## config.mk

```make
export PLATFORM = sky130hd
export DESIGN_NAME = uart_rx_ctrl
export DESIGN_NICKNAME = d
export VERILOG_FILES = /design/src/rtl/uart_rx_pkg.sv /design/src/rtl/uart_rx_edge_bit_cnt.sv /design/src/rtl/uart_rx_ctrl.sv
export SDC_FILE = /design/constraint.sdc
export NUM_CORES = 1
export LEC_CHECK = 0
export CORE_MARGIN = 1
export CORE_UTILIZATION = 46
export CTS_BUF_LIST = sky130_fd_sc_hd__clkbuf_4 sky130_fd_sc_hd__clkbuf_8 sky130_fd_sc_hd__clkbuf_16
export DETAILED_ROUTE_END_ITERATION = 8
export PLACE_DENSITY = 0.77
export REMOVE_ABC_BUFFERS = 1
export SYNTH_ARGS = -nofsm -noshare
export SYNTH_HDL_FRONTEND = slang
export SYNTH_SLANG_ARGS = --single-unit
```

## constraint.sdc

```tcl
create_clock -name CLK -period 2.6 [get_ports CLK]
set_input_delay 0.52 -clock CLK [delete_from_list [all_inputs] [get_ports CLK]]
set_output_delay 0.52 -clock CLK [all_outputs]
set_load 0.01 [all_outputs]
```

## src/rtl/uart_rx_pkg.sv

```systemverilog
// Shared types and helpers for the UART receive path.
package uart_rx_pkg;

  typedef enum logic [2:0] {
    IDLE   = 3'd0,
    START  = 3'd1,
    DATA   = 3'd2,
    PARITY = 3'd3,
    STOP   = 3'd4
  } rx_state_e;

  localparam int DATA_BITS_DFLT = 8;
  localparam int PRESC_W_DFLT   = 8;

  // Oversample index at which a bit is judged: just past the bit centre.
  function automatic int unsigned chk_point(input int unsigned p);
    return (p >> 1) + 2;
  endfunction

endpackage

```

## src/rtl/uart_rx_edge_bit_cnt.sv

```systemverilog
// Oversampling edge counter and data-bit counter for the RX frame sequencer.
module uart_rx_edge_bit_cnt
  import uart_rx_pkg::*;
#(
  parameter int PRESC_W = PRESC_W_DFLT
) (
  input  logic               CLK,
  input  logic               RST,
  input  logic               edge_clr,
  input  logic               edge_en,
  input  logic [PRESC_W-1:0] edge_last,
  input  logic               bit_clr,
  input  logic               bit_inc,
  output logic [PRESC_W-1:0] edge_cnt,
  output logic [3:0]         bit_cnt,
  output logic               edge_end
);

  assign edge_end = (edge_cnt == edge_last);

  // Edge counter: runs while a frame is active, wraps at the last oversample.
  always_ff @(posedge CLK) begin
    if (RST) begin
      edge_cnt <= '0;
    end else if (edge_clr) begin
      edge_cnt <= '0;
    end else if (edge_en) begin
      edge_cnt <= edge_end ? '0 : edge_cnt + PRESC_W'(1);
    end
  end

  // Bit counter: advances once per data bit, cleared outside the data phase.
  always_ff @(posedge CLK) begin
    if (RST) begin
      bit_cnt <= '0;
    end else if (bit_clr) begin
      bit_cnt <= '0;
    end else if (bit_inc) begin
      bit_cnt <= bit_cnt + 4'd1;
    end
  end

endmodule

```

## src/rtl/uart_rx_ctrl.sv

```systemverilog
// UART receive frame sequencer: walks IDLE/START/DATA/PARITY/STOP, strobes
// the datapath checkers and qualifies their flags into a one-cycle result.
module uart_rx_ctrl
  import uart_rx_pkg::*;
#(
  parameter int DATA_BITS = DATA_BITS_DFLT,
  parameter int PRESC_W   = PRESC_W_DFLT
) (
  input  logic               CLK,
  input  logic               RST,
  input  logic               RX_IN,
  input  logic [PRESC_W-1:0] Prescale,
  input  logic               PAR_EN,
  input  logic               Strt_Glitch,
  input  logic               Par_Err,
  input  logic               Stp_Err,
  output logic [PRESC_W-1:0] Edge_Cnt,
  output logic [3:0]         Bit_Cnt,
  output logic               Dat_Samp_En,
  output logic               Strt_Chk_En,
  output logic               Deser_En,
  output logic               Par_Chk_En,
  output logic               Stp_Chk_En,
  output logic               Data_Valid,
  output logic               Frame_Err
);

  rx_state_e          state, state_nxt;
  logic [PRESC_W-1:0] presc_q;
  logic               par_en_q;
  logic               frame_go;
  logic               dv_nxt, fe_nxt;
  logic               dv_q, fe_q;
  logic               edge_end;
  logic               last_bit;
  logic [PRESC_W-1:0] edge_last;
  logic [PRESC_W-1:0] chk_pt;

  assign edge_last = presc_q - PRESC_W'(1);
  assign chk_pt    = PRESC_W'(chk_point(32'(presc_q)));
  assign last_bit  = (Bit_Cnt == 4'(DATA_BITS - 1));

  uart_rx_edge_bit_cnt #(
    .PRESC_W (PRESC_W)
  ) u_cnt (
    .CLK       (CLK),
    .RST       (RST),
    .edge_clr  (state == IDLE),
    .edge_en   (state != IDLE),
    .edge_last (edge_last),
    .bit_clr   ((state != DATA) || (edge_end && last_bit)),
    .bit_inc   ((state == DATA) && edge_end && !last_bit),
    .edge_cnt  (Edge_Cnt),
    .bit_cnt   (Bit_Cnt),
    .edge_end  (edge_end)
  );

  // Frame configuration is captured at each start so mid-frame CSR writes are ignored.
  always_ff @(posedge CLK) begin
    if (frame_go) begin
      presc_q  <= Prescale;
      par_en_q <= PAR_EN;
    end
  end

  // State register and registered result pulses.
  always_ff @(posedge CLK) begin
    if (RST) begin
      state <= IDLE;
      dv_q  <= 1'b0;
      fe_q  <= 1'b0;
    end else begin
      state <= state_nxt;
      dv_q  <= dv_nxt;
      fe_q  <= fe_nxt;
    end
  end

  // Next-state decode and result qualification at each bit end.
  always_comb begin
    state_nxt = state;
    dv_nxt    = 1'b0;
    fe_nxt    = 1'b0;
    frame_go  = 1'b0;
    case (state)
      IDLE: begin
        if (!RX_IN) begin
          state_nxt = START;
          frame_go  = 1'b1;
        end
      end
      START: begin
        if (edge_end) begin
          state_nxt = Strt_Glitch ? IDLE : DATA;
          fe_nxt    = Strt_Glitch;
        end
      end
      DATA: begin
        if (edge_end && last_bit) begin
          state_nxt = par_en_q ? PARITY : STOP;
        end
      end
      PARITY: begin
        if (edge_end) begin
          state_nxt = STOP;
        end
      end
      STOP: begin
        if (edge_end) begin
          dv_nxt = !(par_en_q && Par_Err) && !Stp_Err;
          fe_nxt = !dv_nxt;
          if (!RX_IN) begin
            state_nxt = START;
            frame_go  = 1'b1;
          end else begin
            state_nxt = IDLE;
          end
        end
      end
      default: state_nxt = IDLE;
    endcase
  end

  assign Dat_Samp_En = (state != IDLE);
  assign Strt_Chk_En = (state == START);
  assign Deser_En    = (state == DATA) && (Edge_Cnt == chk_pt);
  assign Par_Chk_En  = (state == PARITY);
  assign Stp_Chk_En  = (state == STOP);
  assign Data_Valid  = dv_q;
  assign Frame_Err   = fe_q;

endmodule

```

Word level (Yosys, flattened, before mapping)

Cells that the tools add are included.

Multipliers: 0
Bitwise logic cells: 2
Add/subtract/negate cells: 4
Reductions and logical operators: 17
$lt $le $gt $ge: 0
Shift operators: 0
Equality and inequality tests: 13
Mux-type cells: 16
Divide/modulo/power cells: 0

Operators by type and width:

| operator              | count |
|---|---|
| $mux W3               | 6 |
| $eq A8 B8 Y1          | 2 |
| $pmux W3 S5           | 1 |
| $add A7 B2 Y8 const B | 1 |
| $add A8 B1 Y8 const B | 1 |
| $mux W8               | 1 |
| $ne A2 B1 Y1 const B  | 4 |
| $sub A8 B1 Y8 const B | 1 |
| $eq A3 B2 Y1 const B  | 2 |
| $logic_and A1 B1 Y1   | 6 |
| $mux W1               | 5 |
| $reduce_and A5 Y1     | 1 |
| $add A4 B1 Y4 const B | 1 |
| $eq A4 B3 Y1 const B  | 1 |
| $logic_not A1 Y1      | 4 |
| $pmux W1 S2           | 2 |
| $reduce_or A2 Y1      | 2 |
| $eq A3 B1 Y1 const B  | 1 |
| $eq A3 B3 Y1 const B  | 1 |
| $logic_not A3 Y1      | 1 |
| $ne A3 B2 Y1 const B  | 1 |
| $reduce_bool A3 Y1    | 1 |
| $reduce_or A3 Y1      | 1 |
| $mux W2               | 1 |
| other kinds (3)       | 4 |

ROM bits: 0
Memory bits (writable): 0
Output and inout port bits: 19
Bits in latches: 0
Input bits: 15
Logic and storage cells: 59
Register bits: 26
Memories: 0

Logic depth before layout (Yosys ltp)

Gate-level depths: netlist of run 1.

Word-level depth: 6
Depth in mapped cells: 7
Mapped depth without buffers: 7

Cells and area by module

Synthesis of run 1 repeated with hierarchy kept, for this count alone.

Cell total of the unflattened synthesis: 171
Area, all modules: 1614.0 um^2

By module, submodules not included:

| module               | times used | sequential area each (um^2) | cells each | area an instance (um^2) |
|---|---|---|---|---|
| uart_rx_ctrl         | 1          | 370.4                       | 103        | 972.2 |
| uart_rx_edge_bit_cnt | 1          | 240.2                       | 68         | 641.9 |

Least setup slack after synthesis of run 1

OpenSTA, ideal clock, no wires.

Kind: reg-to-reg
Start: register presc_q[0]
End: register par_en_q (enable)
Clock period less this slack: 2.487 ns
Cell stages (with the launch flop): 8
Arrival time: 2.109 ns
Data required time: 2.223 ns
Path buffers: 0
Setup slack: 0.113 ns
Setup time: 0.377 ns
Cell sequence: edfxtp_1 -> inv_1 -> ha_1 -> nor4bb_2 -> xnor2_1 -> and4_4 -> nand3_4 -> a21boi_1

Cells in the longest elaborated chain, start to end: 4

RTL lines:

| what                     | line                       | source |
|---|---|---|
| start: declaration       | uart_rx_ctrl.sv:29         | `logic [PRESC_W-1:0] presc_q;` |
| start signal: assignment | uart_rx_ctrl.sv:61         | `presc_q <= Prescale;` |
| $sub A8 B1 Y8            | uart_rx_ctrl.sv:39         | `assign edge_last = presc_q - PRESC_W'(1);` |
| $eq A8 B8 Y1             | uart_rx_edge_bit_cnt.sv:19 | `assign edge_end = (edge_cnt == edge_last);` |
| $mux W1                  | uart_rx_ctrl.sv:109        | `if (edge_end) begin` |
| $pmux W1 S2              | uart_rx_ctrl.sv:85         | `case (state)` |
| via frame_go             | uart_rx_ctrl.sv:31         | `logic frame_go;` |
| end signal: assignment   | uart_rx_ctrl.sv:62         | `par_en_q <= PAR_EN;` |
| end: declaration         | uart_rx_ctrl.sv:30         | `logic par_en_q;` |

The timed path passes the listed nets, and every way through them passes these cells.
A chain may end at the register's enable or synchronous reset.

Worst setup path in the final report of run 1

Start: register presc_q[2]
End: output port Deser_En

Cells in the longest elaborated chain, start to end: 3

RTL lines:

| what                | line                | source |
|---|---|---|
| $add A7 B2 Y8       | uart_rx_pkg.sv:17   | `return (p >> 1) + 2;` |
| $eq A8 B8 Y1        | uart_rx_ctrl.sv:126 | `assign Deser_En = (state == DATA) && (Edge_Cnt == chk_pt);` |
| $logic_and A1 B1 Y1 | uart_rx_ctrl.sv:126 |  |
| end: declaration    | uart_rx_ctrl.sv:21  | `output logic Deser_En,` |

No other way between the ends.

==> metrics.cfg, run 1 <==
[logic_synthesis]
synthXorXnorAreaFrac=0.154
synth_top_family_by_area=simple AND/OR/NAND/NOR gates
synth.avg_cell_area_sq_um=9.86
synth_compound_area_frac=0.103
synthArstFlopShare=0
synthFlopType=dfxtp_1
synth_seq_area_share=0.362
synth_cell_type_count=45
synth_edf_count=9
ys_ff_latch=26
syn_area_sq_um=1690
synth_mux_area_frac=0.0208
synth_adder_area_share=0.0371
yosysWarnings=0
synth-simple-area-share=0.267
netlist_instances=171

[setup_path]
endpoint_kind=output port
crit_start=presc_q[2]
endpoint=Deser_En
r2r_start=presc_q[0]
critPathKind=reg2out
r2r_end=presc_q[7]
critPathArrivalTime_ns=2.06
critPathLaunchType=flop
critPathRequiredTime_ns=2.08
ff2ff_path_depth=8
path_max_fanout=4
rrSetupSlack_ns=0.18

[global_route]
grt_pass1_wl_um=6490
use_met1=0.268
grt_use_met3=0.0182
grt_max_degree=18
gr-usage-all-layers=0.206
grt_pass1_vias=1413
gr-usage-met2=0.356
grt_antenna_before_repair=0
grt_remaining_overflow=0
busiest_layer=met2

[clocking]
cts_buffers=3
cts_hold_buffers=0
clockBufferDepth=2
cts.sinks=26
path_clk_slew_ns=0.15
cts_root_buffer=clkbuf_4
clk_latency_ns=0.33
cts_tree=built
htreeDepth=1

[floorplanning]
io_pins=34
dieArea_sq_um=3910
start_util=0.494
core-area_sq_um=3420
die_w_um=62.6
die_h_um=62.6
rows=21

[finish]
multiInputGateArea_sq_um=1000
nets=237
fill_cells=281
area_growth_pct=31.3
final_area_sq_um=2210
drive_above_1_share=0.208
regArea_sq_um=611
diodes=0

[power_and_ir_drop]
power_density_nw_per_um2=411
p_leak_nw=0.842
total_power_w=0.000911
vdd_drop_max_uv=250

[placement]
io_buffer_count=33
dp_hpwl_um=2900
placed_cell_area_sq_um=2120
gp_congestion=0.857
pre_cts_slack_ns=-0.0788

[route]
wl_per_cell_um=14.7
drt_iter0_drc=63
via_per_inst=5.43
ant_nets=0
drt-total-wl_um=3860
drc_errors=0
dr.pass1.iters=4
vias=1422

[run]
max_cap_violations=0

[timing]
whs_ns=0.514
clock.fmax_mhz=388
setup_viol=0
period_needed_ns=2.58
worst_pin_slew_ns=0.661
timing.slew.headroom=0.557
period_share=0.991
totalNegativeSetupSlack_ns=0
setup_ws_ns=0.0244
slew_viol_final=0
rsz0062_at_grt=yes
final.setup_skew_ns=0.0140
hold_viol_final=0

[run_status]
status=finished, final reports clean

[min_path]
hold_path_class=reg2reg

cells in the final DEF, fill, tap and decap left out, types with 4 or more instances in the layout:
master,netlist,final
a21oi_1,8,8
and3_1,5,4
buf_4,0,15
clkdlybuf4s50_1,0,32
dfxtp_1,17,17
edfxtp_1,9,9
ha_1,5,4
inv_1,9,9
nand2_1,8,8
nand3_1,5,5
nor2_1,13,13
nor3_1,6,5
nor4_1,8,8
o31ai_1,4,4
xnor2_1,11,11
xor2_1,13,13
how the worst min path moves through the flow:
stage | to | cells past startpoint | startpoint | slack, ns
6_report | u_cnt.bit_cnt[3] | 2 | u_cnt.bit_cnt[3] | 0.51
3_5_place_dp | u_cnt.bit_cnt[3] | 2 | u_cnt.bit_cnt[3] | 0.50
3_3_place_gp | u_cnt.bit_cnt[3] | 2 | u_cnt.bit_cnt[3] | 0.48
2_1_floorplan | u_cnt.bit_cnt[3] | 2 | u_cnt.bit_cnt[3] | 0.51
5_1_grt | u_cnt.bit_cnt[1] | 2 | u_cnt.bit_cnt[1] | 0.56
4_1_cts | u_cnt.bit_cnt[3] | 2 | u_cnt.bit_cnt[3] | 0.52
critical path, stage by stage, from the launching register on:
cell and delay, ns:
edfxtp_1 0.43, buf_6 0.14, ha_2 0.18, and3_4 0.18
nor2b_1 0.13, a221oi_2 0.23, o22ai_1 0.12, and4_1 0.20
buf_2 0.13
cell usage after synthesis, types with 4 or more instances:
| library cell | number | area (sq um) |
|---|---|---|
| nor3_1 | 6 | 30.0 |
| buf_2 | 4 | 20.0 |
| nor4_1 | 8 | 50.1 |
| nor2_1 | 13 | 48.8 |
| nand3_1 | 5 | 25.0 |
| and3_1 | 5 | 31.3 |
| xor2_1 | 13 | 114 |
| inv_1 | 9 | 33.8 |
| xnor2_1 | 11 | 96.3 |
| ha_1 | 5 | 62.6 |
| dfxtp_1 | 17 | 340 |
| nand2_1 | 8 | 30.0 |
| a21oi_1 | 8 | 40.0 |
| edfxtp_1 | 9 | 270 |
| o31ai_1 | 4 | 30.0 |
metal layers:
metal  share of wire  vias to the layer above
li1                -                      710
met1            0.46                      672
met2            0.49                       34
met3           0.035                        6
met4           0.012                        0
met5               0                        -
registers in the layout, indices dropped and copies added, names as in the netlist:
register and flops:
Data_Valid 1, state 3, u_cnt.bit_cnt 4, presc_q 8
par_en_q 1, Frame_Err 1, u_cnt.edge_cnt 8
final cells by class:
type | count | area share
Clock inverter | 1 | 0.0136
Clock buffer | 3 | 0.0102
Tap cell | 46 | 0.0260
Inverter | 9 | 0.0153
Multi-Input combinational cell | 127 | 0.451
Timing Repair Buffer | 50 | 0.208
Sequential cell | 26 | 0.276
timing repair:
item                       4_1_cts  5_1_grt
resized for setup               10        0
pin swaps                        3        1
setup endpoints to repair        1        1
setup buffers                    3        0
cells by family after synthesis:
| family | after synthesis |
|---|---|
| fa+ha+maj | 5 |
| simple gates | 69 |
| flops | 26 |
| compound gates | 23 |
| mux | 3 |
| xor+xnor | 27 |
| buf+inv | 18 |
power by group:
part	internal [W]	total, W	switching, W
clock	0.000156	0.000280	0.000124
sequential	0.000436	0.000450	0.0000133
combinational	0.0000878	0.000181	0.0000935
metrics by stage:
step	utilization	cells
2_1_floorplan	-	162
3_3_place_gp	0.620	255
3_5_place_dp	0.620	255
4_1_cts	0.648	262
5_1_grt	0.648	262
6_report	0.648	262
Note: power is estimated with default switching activity, not from simulation.
==> run 2, diff against run 1 <==
ABC_AREA = 1   (was default)
PLACE_DENSITY = 0.78   (was 0.77)
==> metrics.cfg, run 2 <==
[clocking]
cts_buffers=3  ; unchanged
htreeDepth=1  ; unchanged
clk_latency_ns=0.34  ; about the same
clockBufferDepth=2  ; unchanged
cts_hold_buffers=0  ; unchanged
cts_tree=built
cts_root_buffer=clkbuf_4
cts.sinks=26  ; unchanged
path_clk_slew_ns=0.14  ; about the same

[route]
drt-total-wl_um=3600  ; -6.9%
via_per_inst=4.83  ; -11%
drt_iter0_drc=73  ; +16%
vias=1512  ; +6.3%
ant_nets=0  ; unchanged
dr.pass1.iters=4  ; unchanged
drc_errors=0  ; unchanged
wl_per_cell_um=11.5  ; -22%

[finish]
area_growth_pct=34.1
drive_above_1_share=0.172  ; -0.0360
fin_util=0.648  ; about the same
final_cell_mix=nand2_1, clkdlybuf4s50_1, nor2_1
nets=288  ; +22%
largestRegisters=presc_q x8, u_cnt.edge_cnt x8, u_cnt.bit_cnt x4
layout_commonest_cell=nand2_1
diodes=0  ; unchanged

[setup_path]
path_max_fanout=4  ; unchanged
ff2ff_path_depth=9  ; +1
critPathRequiredTime_ns=2.08  ; about the same
endpoint_kind=output port
endpoint=Deser_En
r2r_end=presc_q[0]
critPathKind=reg2out
crit_start=presc_q[3]
r2r_start=presc_q[0]
crit_buf_inv=2  ; unchanged
cpMaxStageDelayCell=edfxtp_1
critPathArrivalTime_ns=1.98  ; -0.08 ns
critical_path_depth=8  ; unchanged
rrSetupSlack_ns=0.49  ; +0.31 ns
crit_family=simple AND/OR/NAND/NOR gates
cpPeakStageDelay_ns=0.48  ; +0.05 ns
critPathLaunchType=flop
crit_path_cell_trace=inv_2, ha_4, xnor2_2, nand4_1, nor2_1, o21ai_1, nor4_2, buf_2

[floorplanning]
die_w_um=61.4  ; -1.8%
io_pins=34  ; unchanged
rows=21  ; unchanged
dieArea_sq_um=3770  ; -3.5%
core-area_sq_um=3360  ; -1.5%
die_h_um=61.4  ; -1.8%
start_util=0.483  ; -0.0105

[placement]
gp_congestion=0.926  ; +8.0%
dp_hpwl_um=2770  ; -4.4%
io_buffer_count=33  ; unchanged

[logic_synthesis]
synth_seq_area_share=0.376  ; +0.0137
synth_edf_count=9  ; unchanged
yosys.area.top_type_share=0.209  ; +0.00761
synth.avg_cell_area_sq_um=7.42  ; -25%
synth.largest_area_cell=dfxtp_1
yosys-top-cells-count=nand2_1, nor2_1, inv_1, dfxtp_1, nand3_1
synthFlopType=dfxtp_1
syn_area_sq_um=1630  ; -3.6%
yosysWarnings=0  ; unchanged
synthArstFlopShare=0  ; unchanged
netlist_instances=219  ; +28%
yosysMostFrequentCell=nand2_1
synth_cell_type_count=31  ; -31%
synth_area_leaders=dfxtp_1, edfxtp_1, nand2_1
ys_ff_latch=26  ; unchanged

[power_and_ir_drop]
total_power_w=0.00157  ; +72%
vdd_drop_max_uv=459  ; +84%
power_density_nw_per_um2=718  ; +75%
p_leak_nw=0.870  ; +3.3%

[timing]
totalNegativeSetupSlack_ns=0  ; unchanged
setup_viol=0  ; unchanged
hold_viol_final=0  ; unchanged
period_needed_ns=2.50  ; -0.0797 ns
worst_pin_slew_ns=0.392  ; -0.270 ns
slew_viol_final=0  ; unchanged
final.setup_skew_ns=0.0213  ; +0.00728 ns
period_share=0.960  ; -0.0306
clock.fmax_mhz=401  ; +3.2%
timing.slew.headroom=0.737  ; +0.180

[global_route]
grt_pass1_vias=1394  ; -1.3%
grt_remaining_overflow=0  ; unchanged
grt_pass1_wl_um=5950  ; -8.2%
grt_antenna_before_repair=0  ; unchanged
grt_max_degree=16  ; -2
gr-usage-all-layers=0.214  ; +0.00794

[run]
max_cap_violations=0  ; unchanged

[run_status]
status=finished, final reports clean

[min_path]
hold_path_class=reg2reg

[run 2: report_power, final]
part           internal [W]  switching (W)
logic              0.000309       0.000394
clock network      0.000156       0.000133
registers          0.000496      0.0000783
[run 2: logic make-up after synthesis]
logic type | Yosys count | share of synthesized area
and+or+nand+nor | 119 | 0.343
buffers and inverters | 31 | 0.0716
DFF | 26 | 0.376
AOI/OAI and AO/OA | 25 | 0.0924
xor gates and xnor gates | 13 | 0.0793
adders and majority gates | 5 | 0.0385
[run 2: worst min path at each step]
stage	cells past startpoint	slack, ns	end	start
floorplan	2	0.50	u_cnt.bit_cnt[3]	u_cnt.bit_cnt[3]
CTS	2	0.50	u_cnt.bit_cnt[3]	u_cnt.bit_cnt[3]
finish	2	0.49	u_cnt.bit_cnt[3]	u_cnt.bit_cnt[3]
global route	2	0.54	u_cnt.bit_cnt[3]	u_cnt.bit_cnt[3]
global placement	2	0.47	u_cnt.bit_cnt[3]	u_cnt.bit_cnt[3]
detailed placement	2	0.48	u_cnt.bit_cnt[3]	u_cnt.bit_cnt[3]
[run 2: worst reg2reg max path, delay by kind of cell (launching register included)]
family / cells / cell delay [ns]
buf+inv: 2 / 0.29
simple gates: 4 / 0.56
flops: 1 / 0.48
fa+ha+maj: 1 / 0.19
compound gates: 2 / 0.32
[run 2: layout make-up]
cell class / count / area (sq um)
Sequential cell: 26 / 611
Tap cell: 46 / 57.6
Clock inverter: 1 / 30.0
Timing Repair Buffer: 44 / 408
Clock buffer: 3 / 22.5
Multi-Input combinational cell: 162 / 935
Fill cell: 306 / 1180
Inverter: 31 / 116
[run 2: timing repair]
item / in CTS / in global routing
setup buffers: 3 / 1
endpoints found under the setup margin: 1 / 1
pin swaps: 0 / 3
gates resized for setup: 2 / 9
[run 2: metal layers]
| metal | share of wire | GRT usage | up-vias |
|---|---|---|---|
| li1 | - | - | 806 |
| met1 | 0.49 | 0.296 | 674 |
| met2 | 0.46 | 0.351 | 30 |
| met3 | 0.039 | 0.0441 | 2 |
| met4 | 0.0067 | 0.0381 | 0 |
| met5 | 0 | 0 | - |
[run 2: stage by stage]
step | hold slack (ns) | setup WS, ns | cell area [sq um] | instances
after floorplan | 0.496 | 0.369 | 1630 | 219
final | 0.493 | 0.104 | 2180 | 313
after detailed placement | 0.482 | 0.0304 | 2070 | 305
after global routing | 0.538 | -0.000401 | 2180 | 313
after global placement | 0.474 | 0.0922 | 2070 | 305
after CTS | 0.501 | 0.00226 | 2140 | 312
==> run 3, diff against run 2 <==
CORE_UTILIZATION = 40   (was 46)
PLACE_DENSITY = 0.7   (was 0.78)
==> metrics.cfg, run 3 (same netlist as run 2, synthesis figures left out) <==
[setup_path]
r2r_end=presc_q[0]
rrSetupSlack_ns=0.50  ; about the same
cpPeakStageDelay_ns=0.47  ; about the same
crit_family=flip-flops
r2r_start=presc_q[0]
cpMaxStageDelayCell=edfxtp_1
endpoint_kind=output port
crit_start=presc_q[3]
critPathKind=reg2out
critPathLaunchType=flop
critical_path_depth=8  ; unchanged
critPathRequiredTime_ns=2.08  ; about the same
endpoint=Deser_En
critPathArrivalTime_ns=1.90  ; -0.08 ns
path_max_fanout=5  ; +1
crit_buf_inv=2  ; unchanged
ff2ff_path_depth=9  ; unchanged
crit_path_cell_trace=inv_2, ha_1, xnor2_1, nand4_1, nor2_1, o21ai_0, nor4_1, clkbuf_2

[clocking]
clk_latency_ns=0.27  ; -0.07 ns
cts_buffers=3  ; unchanged
path_clk_slew_ns=0.09  ; -0.05 ns
cts_root_buffer=clkbuf_8
htreeDepth=1  ; unchanged
clockBufferDepth=2  ; unchanged
cts_tree=built
cts.sinks=26  ; unchanged

[route]
dr.pass1.iters=4  ; unchanged
drc_errors=0  ; unchanged
drt_iter0_drc=111  ; +52%
vias=1520  ; +0.53%
ant_nets=0  ; unchanged
via_per_inst=4.86  ; +0.53%
wl_per_cell_um=11.3  ; -1.5%
drt-total-wl_um=3540  ; -1.5%

[global_route]
grt_use_met3=0.0260  ; -0.0181
grt_pass1_wl_um=6140  ; +3.1%
busiest_layer=met2
grt_pass1_vias=1372  ; -1.6%
gr-usage-all-layers=0.188  ; -0.0260
use_met1=0.263  ; -0.0335
gr-usage-met2=0.293  ; -0.0576
grt_max_degree=15  ; -1
grt_antenna_before_repair=0  ; unchanged
grt_remaining_overflow=0  ; unchanged

[finish]
diodes=0  ; unchanged
final_cell_mix=nand2_1, clkdlybuf4s50_1, nor2_1
drive_above_1_share=0.147  ; -0.0251
largestRegisters=presc_q x8, u_cnt.edge_cnt x8, u_cnt.bit_cnt x4
nets=286  ; -0.69%
layout_commonest_cell=nand2_1
area_growth_pct=30.9

[timing]
totalNegativeSetupSlack_ns=0  ; unchanged
period_needed_ns=2.42  ; -0.0788 ns
slew_viol_final=0  ; unchanged
clock.fmax_mhz=414  ; +3.3%
timing.slew.headroom=0.769  ; +0.0320
rsz0062_at_grt=no
worst_pin_slew_ns=0.344  ; -0.0477 ns
setup_viol=0  ; unchanged
setup_ws_ns=0.183  ; +0.0788 ns
final.setup_skew_ns=0.00598  ; -0.0153 ns
period_share=0.930  ; -0.0303
hold_viol_final=0  ; unchanged

[run]
max_cap_violations=0  ; unchanged

[floorplanning]
dieArea_sq_um=4320  ; +15%
core-area_sq_um=3770  ; +12%
die_w_um=65.7  ; +7.0%
io_pins=34  ; unchanged
start_util=0.431  ; -0.0523
die_h_um=65.7  ; +7.0%
rows=22  ; +4.8%

[min_path]
hold_path_class=reg2reg

[placement]
pre_cts_slack_ns=0.0531  ; +0.0227 ns
io_buffer_count=33  ; unchanged
dp_hpwl_um=2800  ; +1.0%
gp_congestion=0.898  ; -3.0%

[power_and_ir_drop]
p_comb_frac=0.448  ; about the same
p_int_w=0.000902  ; -6.1%
power_density_nw_per_um2=699  ; -2.6%
p_leak_nw=0.854  ; -1.9%
p_sw_w=0.000586  ; -3.2%
sw_frac_of_total=0.394  ; +0.00728
vdd_drop_max_uv=414  ; -9.7%
p_seq_frac=0.386  ; +0.019
p_clk_frac=0.167  ; -0.017

[run_status]
status=finished, final reports clean

[run 3: worst min path at each step]
stage / cells past startpoint / slack (ns) / endpoint / startpoint
2_1_floorplan: 2 / 0.50 / u_cnt.bit_cnt[3] / u_cnt.bit_cnt[3]
3_3_place_gp: 2 / 0.48 / u_cnt.bit_cnt[3] / u_cnt.bit_cnt[3]
3_5_place_dp: 2 / 0.48 / u_cnt.bit_cnt[3] / u_cnt.bit_cnt[3]
5_1_grt: 2 / 0.53 / u_cnt.bit_cnt[3] / u_cnt.bit_cnt[3]
4_1_cts: 2 / 0.49 / u_cnt.bit_cnt[3] / u_cnt.bit_cnt[3]
6_report: 2 / 0.49 / u_cnt.bit_cnt[3] / u_cnt.bit_cnt[3]
[run 3: tightest hold or removal path: stages, from the launching register on]
cell     delay [ns]
dfxtp_1        0.33
nand2_1        0.06
a21oi_1        0.05
[run 3: repair_timing]
item	in CTS	in global routing
hold buffers	0	0
gates resized for setup	1	3
endpoints found under the setup margin	1	1
setup buffers	2	0
[run 3: power groups by stage]
stage,clock network (W),logic [W],registers (W)
final,0.000248,0.000666,0.000574
after global routing,0.000273,0.000759,0.000583
after CTS,0.000260,0.000667,0.000572
after detailed placement,0,0.000651,0.000583
after global placement,0,0.000646,0.000583
after floorplan,0,0.000443,0.000572
[run 3: stage by stage]
stage | utilization | hold slack (ns) | power, W | cell area, sq um | instances
after floorplan | - | 0.496 | 0.00101 | 1630 | 219
after global placement | 0.548 | 0.478 | 0.00123 | 2070 | 307
after detailed placement | 0.548 | 0.482 | 0.00123 | 2070 | 307
after CTS | 0.565 | 0.494 | 0.00150 | 2130 | 313
after global routing | 0.564 | 0.530 | 0.00162 | 2130 | 313
final | 0.564 | 0.492 | 0.00149 | 2130 | 313
[run 3: layout make-up]
class | count | area, sq um
clock buffer | 4 | 48.8
fill | 346 | 1640
inverter | 31 | 116
multi-input combinational | 162 | 898
sequential | 26 | 611
tap | 48 | 60.1
timing repair buffer | 42 | 393
[run 3: layer usage]
layer / part of all wire / wire [um]
met3: 0.037 / 131
met5: 0 / 0
met2: 0.45 / 1600
met1: 0.50 / 1760
met4: 0.015 / 52
